### src/rtl/count_arbiter.sv
// Two-requester round-robin arbiter time-sharing one pattern detector with per-requester saved context.
// Latency: ready is combinational; hit/hit_id registered one cycle after the accepting edge.
// Backpressure: at most one symbol accepted per cycle; the loser sees ready=0 and holds. Counters: COUNT_ARBITER_HIT_COUNT_EN.
`timescale 1ns/1ps
module count_arbiter (
    input  logic       clk,
    input  logic       reset,
    input  logic       req0_valid,
    input  logic [1:0] req0_num,
    output logic       req0_ready,
    input  logic       req1_valid,
    input  logic [1:0] req1_num,
    output logic       req1_ready,
    input  logic       clr0,
    input  logic       clr1,
    output logic       hit,
    output logic       hit_id
`ifdef COUNT_ARBITER_HIT_COUNT_EN
    ,
    output logic [7:0] hit_cnt0,
    output logic [7:0] hit_cnt1
`endif
);

    typedef enum logic [1:0] {S0, S1, S2, S3} state_t;

    state_t     ctx0, ctx1, cur, nxt;
    logic       prio;
    logic       acc, gnt_id, clr_g, hit_nxt;
    logic [1:0] sym;

    // prio names the requester that wins when both are valid
    always_comb begin
        req0_ready = 1'b0;
        req1_ready = 1'b0;
        if (!reset) begin
            if (req0_valid && (!req1_valid || !prio))
                req0_ready = 1'b1;
            else if (req1_valid)
                req1_ready = 1'b1;
        end
    end

    assign acc    = req0_ready | req1_ready;
    assign gnt_id = req1_ready;
    assign cur    = gnt_id ? ctx1 : ctx0;
    assign sym    = gnt_id ? req1_num : req0_num;
    assign clr_g  = gnt_id ? clr1 : clr0;

    always_comb begin
        nxt = S0;
        case (cur)
            S0: nxt = (sym == 2'd1) ? S1 : S0;
            S1: begin
                if (sym == 2'd1)      nxt = S1;
                else if (sym == 2'd2) nxt = S2;
                else                  nxt = S0;
            end
            S2: begin
                if (sym == 2'd1)      nxt = S1;
                else if (sym == 2'd2) nxt = S2;
                else                  nxt = S3;
            end
            S3: begin
                if (sym == 2'd3)      nxt = S3;
                else if (sym == 2'd1) nxt = S1;
                else                  nxt = S0;
            end
            default: nxt = S0;
        endcase
    end

    // a clear on the granted requester still consumes the symbol but suppresses its hit
    assign hit_nxt = acc && !clr_g && (nxt == S3);

    always_ff @(posedge clk) begin
        if (reset) begin
            ctx0   <= S0;
            ctx1   <= S0;
            prio   <= 1'b0;
            hit    <= 1'b0;
            hit_id <= 1'b0;
        end else begin
            if (acc)
                prio <= ~gnt_id;
            if (acc && !gnt_id)
                ctx0 <= nxt;
            if (acc && gnt_id)
                ctx1 <= nxt;
            if (clr0)
                ctx0 <= S0;
            if (clr1)
                ctx1 <= S0;
            hit <= hit_nxt;
            if (hit_nxt)
                hit_id <= gnt_id;
        end
    end

`ifdef COUNT_ARBITER_HIT_COUNT_EN
    // saturating per-requester hit counters
    always_ff @(posedge clk) begin
        if (reset) begin
            hit_cnt0 <= 8'd0;
            hit_cnt1 <= 8'd0;
        end else begin
            if (clr0)
                hit_cnt0 <= 8'd0;
            else if (hit_nxt && !gnt_id && hit_cnt0 != 8'hff)
                hit_cnt0 <= hit_cnt0 + 8'd1;
            if (clr1)
                hit_cnt1 <= 8'd0;
            else if (hit_nxt && gnt_id && hit_cnt1 != 8'hff)
                hit_cnt1 <= hit_cnt1 + 8'd1;
        end
    end
`endif

endmodule

### config.mk
export PLATFORM = sky130hd
export DESIGN_NAME = count_arbiter
export DESIGN_NICKNAME = d
export VERILOG_FILES = /design/src/rtl/count_arbiter.sv
export SDC_FILE = /design/constraint.sdc
export NUM_CORES = 1
export LEC_CHECK = 0
export ABC_AREA = 1
export BUFFER_PORTS_ARGS = -buffer_cell sky130_fd_sc_hd__buf_2
export CAP_MARGIN = 30
export CORE_AREA = 2 2 39 41
export CTS_CLUSTER_SIZE = 12
export DETAILED_ROUTE_END_ITERATION = 16
export DIE_AREA = 0 0 41 43
export PLACE_DENSITY = 0.57
export SYNTH_ARGS = -nofsm -noshare
export SYNTH_HDL_FRONTEND = slang
export SYNTH_SLANG_ARGS = --single-unit
### constraint.sdc
create_clock -name clk -period 3.2 [get_ports clk]
set_clock_uncertainty 0.1 [all_clocks]
set_input_delay 0.16 -clock clk [delete_from_list [all_inputs] [get_ports clk]]
set_output_delay 0.16 -clock clk [all_outputs]
set_load 0.02 [all_outputs]
# Yosys cells after proc, flatten, opt, wreduce, memory -nomap -nowiden
# Cells that the tools add are included.
# W data, S select, Z words.
# op_classes
n_addsub,0
n_mul,0
div_mod_pow,0
magnitude_cmp,0
eq_ne,7
n_shift,0
n_mux,15
n_bitwise,2
reduce_logical,13
# op_table
operator,count
$mux W2,6
$eq A2 B2 Y1 const B,5
$mux W1,8
$pmux W2 S4,1
$logic_and A1 B1 Y1,5
$eq A2 B1 Y1 const B,2
$logic_not A1 Y1,4
$reduce_or A2 Y1,2
$logic_not A2 Y1,1
$logic_or A1 B1 Y1,1
$not A1 Y1,1
$or A1 B1 Y1,1
# totals
reg_bits,7
latch_bits,0
ramBits,0
rom_bits,0
in_bits,10
output_inout_bits,4
word_cells,42
n_memories,0

# Depth between registers and ports, before layout
# logic_depth
ltp_word,12
ltp_mapped,12
mapped_depth_nobuf,12

# Worst setup path after synthesis
# Ideal clock, no wire load.
# synth_path
path_type,reg2reg
startpoint,reg prio
endpoint,reg hit_id
setup_ns,0.113
arrival_time_ns,1.196
required_time_ns,2.987
setup_slack_ns,1.792
stages_incl_launch_ff,13
path_buffers,0
period_less_slack_ns,1.408
path_cell_list,dfxtp_1 > nand2_1 > nand2_2 > nand2_4 > nand2_2 > nand2_2 > nand2_1 > nand2_1 > nand2_1 > nor2_1 > nand3_1 > nand2_1 > nor2_1
# synth_between
elab_chain_len,12
word_cells_on_any_way,29
classes_between,7 x eq/ne; 14 x mux; 1 x bitwise; 7 x reduce/logical
# synth_lines
element,line_no,text
"start, declared",28,logic prio;
"start signal, assigned",85,prio <= ~gnt_id;
$logic_not A1 Y1 *,37,if (req0_valid && (!req1_valid || !prio))
$logic_or A1 B1 Y1 *,37,
$logic_and A1 B1 Y1 *,37,
$mux W1,37,
$mux W1,36,if (!reset) begin
$mux W2,47,assign sym = gnt_id ? req1_num : req0_num;
$eq A2 B1 Y1 / $eq A2 B2 Y1 (equally long branches),--,
$mux W1 (tied with other cells),"53, 66",
$mux W2 (on tied branches),"65, 55, 60",
$pmux W2 S4,52,case (cur)
$eq A2 B2 Y1,74,assign hit_nxt = acc && !clr_g && (nxt == S3);
$logic_and A1 B1 Y1,74,
"end signal, assigned",96,hit_id <= gnt_id;
"end, declared",17,output logic hit_id
# Every way passes the cells marked *; elsewhere a longest branch is shown, timed or not.
# A chain may end at the register's enable or synchronous reset.

# Worst setup path after layout
# Ends and elaborated chain as after synthesis.

==> Flow_metrics.wiki <==
{| class="wikitable"
! Metric !! Value
|-
| Dominant delay contributor by cell family on the critical path || simple AND/OR/NAND/NOR gates
|-
| Setup repair after global routing missed its margin || false
|-
| CTS buffer count || 3
|-
| Final weighted congestion in routability-driven placement || 0.7515
|-
| Full die area || 1763 um2
|-
| Core outline area || 1384 um2
|-
| Cell row count || 14
|-
| Cells resized by post-CTS repair || 0
|-
| Die outline height || 43 um
|-
| Layout cell share with drive strength beyond 1 || 0.3474
|-
| Maximum fanout encountered on the critical timing path || 9
|-
| Final ANT Viol Nets || 0
|-
| Effective utilization at floorplan || 0.3671
|-
| Status || complete, no violations
|-
| Endpoints failing hold || 0
|-
| Endpoint class of the critical path || register
|-
| Clock tree from TritonCTS || yes
|-
| Launching element type of the critical path || register
|-
| Vias per Instance || 4.550
|-
| Skew-Pair Late Insertion Delay || 0.25 ns
|-
| P_leak || 0.0003478 uW
|-
| Total count of max-transition violations in the final report || 0
|-
| Final-layout setup total negative slack || 0 ns
|-
| Number of buffers inserted for hold repair after clock tree synthesis || 0
|-
| Sum of buffers and inverters on the critical path || 0
|-
| Data arrival time of the critical path || 1.62 ns
|-
| Register clock-pin slew on the reported worst setup and hold paths || 0.05 ns
|-
| First-pass detailed-route iteration total || 4
|-
| Non-filler instance count after layout || 111
|-
| Dominant cell type by area after synthesis || dfxtp_1
|-
| Slowest stage delay, CP || 0.30 ns
|-
| Synth-to-layout area growth || 21.92%
|-
| Count of buffers from port buffering || 13
|-
| Area occupied by multi-input gates || 322.8 um2
|-
| Cells along the critical path || nand2_1 > nand2_2 > nand2_4 > nand2_2 > nand2_2 > nand2_1 > nand2_1 > nand2_1 > nor2_1 > nand3_1 > nand2_1 > nor2_1
|-
| Classification of the worst-slack hold path || in2reg
|-
| Number of buffers inserted by post-CTS setup repair || 0
|-
| Register bit count reported by yosys || 7
|-
| Power density over the cells || 352.1 nW/um2
|-
| Post-Place Worst Slack || 1.630 ns
|-
| Via count of the first global-routing pass || 436
|-
| Die Wd || 41 um
|-
| Share of Yosys cell area claimed by the top area cell type || 0.2759
|-
| Time the final worst path needs with I/O delays and setup || 1.580 ns
|-
| Post-layout net count || 106
|-
| Final setup slack of the worst path || 1.620 ns
|-
| Post-DP HPWL || 833.8 um
|-
| Grt ovf || 0
|-
| Worst slew margin || 0.8675
|-
| Distinct cell type count after synthesis || 15
|-
| 1st-iter DRT viols || 17
|-
| # setup viols final || 0
|-
| Least-Margin Pin Slew || 0.1984 ns
|-
| Final Routed Wirelength || 1022 um
|-
| Wire length of the first global-routing pass || 1718 um
|-
| Max-cap viol count || 0
|-
| Period utilization || 0.4937
|-
| Synthesized cell area || 508.0 um2
|-
| Total number of yosys warnings || 0
|-
| Number of primary I/O pins || 14
|-
| Clk Tree Root Cell || clkbuf_4
|-
| Mean instance size in the synthesized netlist || 6.513 um2
|-
| Reg area || 140.1 um2
|-
| Average wire per standard cell || 9.207 um
|-
| Portion of the post-synthesis area used by sequential elements || 0.2759
|-
| Remaining DRCs || 0
|-
| Largest cells by area after synthesis || dfxtp_1, nand2_1, nand2_2
|-
| Most frequent CP cell || nand2_1
|-
| Critical path type || reg2reg
|-
| Synthesized netlist cell count || 78
|-
| Total vias in the final route || 505
|-
| Inst Count DP || 107
|-
| Critical Path Slowest Stage Cell || dfxtp_1
|-
| Syn_nets || 88
|-
| Highest ir drop seen on vdd || 145.3 uV
|-
| Antenna violations before repair || 0
|-
| Source of the worst hold timing path || reset
|-
| Maximum number of pins on one net before global-route repair || 10
|-
| Required time of the critical path || 3.24 ns
|-
| GRT Util Overall || 0.1430
|-
| Post-Route Utilization || 0.4476
|-
| Number of H-tree levels || 1
|-
| RR Startpoint || prio
|-
| Layout filler cell count || 146
|-
| Crit. Startpoint || prio
|-
| Antenna fix cells || 0
|-
| Max Freq || 633.0 MHz
|-
| Number of sinks on the clock net || 7
|-
| Clk buf depth || 2
|}
[report_power, final]
group | total (uW) | internal [uW] | leakage [uW] | switching [uW]
Combinational | 49.1 | 17.5 | 0.000276 | 31.6
Clock | 77.7 | 47.4 | 0.0000150 | 30.3
Sequential | 91.2 | 89.9 | 0.0000569 | 1.29
[per-layer routing]
| layer | part of all wire | wire length (um) | vias to the layer above | GRT usage |
|---|---|---|---|---|
| met3 | 0.057 | 58 | 2 | 0.04712 |
| met1 | 0.45 | 459 | 212 | 0.1883 |
| met4 | 0.0078 | 8 | 0 | 0.06000 |
| met5 | 0 | 0 | - | 0 |
| met2 | 0.48 | 495 | 12 | 0.2063 |
| li1 | - | - | 279 | - |
[cells in the mapped netlist (all sizes together)]
master and number:
a21oi 5, dfxtp 7, inv 12, nand2 28, nand3 7, nand3b 3, nor2 9, o21ai 6
or2 1
[final cells by class]
| class | count | share of cell area |
|---|---|---|
| repair buffers | 13 | 0.1051 |
| well taps | 16 | 0.03232 |
| clock buffers | 4 | 0.04242 |
| inverters | 12 | 0.07273 |
| multi-input cells | 59 | 0.5212 |
| flip-flops and latches | 7 | 0.2263 |
[cells in the final DEF, fill, tap and decap left out, types with 2 or more instances in the layout]
master	count
nand3b_1	2
nand3_1	6
clkbuf_4	3
nand2_2	10
a21oi_1	5
nand2_1	17
buf_2	13
inv_2	2
nor2_1	7
nor2_4	2
o21ai_0	6
inv_1	10
dfxtp_1	7
[logic make-up (layout without fill, tap and decap cells)]
family	count (synthesis)	after routing	synth area share
simple gates	48	48	0.5271
flops	7	7	0.2759
buf+inv	12	29	0.08868
compound gates	11	11	0.1084
[registers in the layout, summed over array words and instances, names as in the netlist]
name	count
hit	1
hit_id	1
ctx0	2
prio	1
ctx1	2
[worst paths after layout]
path / endpoint / slack [ns] / depth (start not counted)
worst max register to register: hit_id / 1.62 / 12
worst min register to register: hit_id / 0.37 / 2
worst max-delay path: hit_id / 1.62 / 12
worst min-delay path: prio / 0.07 / 2
[metrics by stage]
| step | area [um2] | hold WS, ns | power (uW) |
|---|---|---|---|
| after floorplan | 508.0 | 0.1291 | 127.8 |
| after global placement | 593.1 | 0.3295 | 141.6 |
| after detailed placement | 593.1 | 0.3348 | 142.2 |
| after CTS | 619.3 | 0.06845 | 222.6 |
| after global routing | 619.3 | 0.07870 | 233.4 |
| final | 619.3 | 0.07280 | 218.0 |
(Power assumes the default switching activity.)
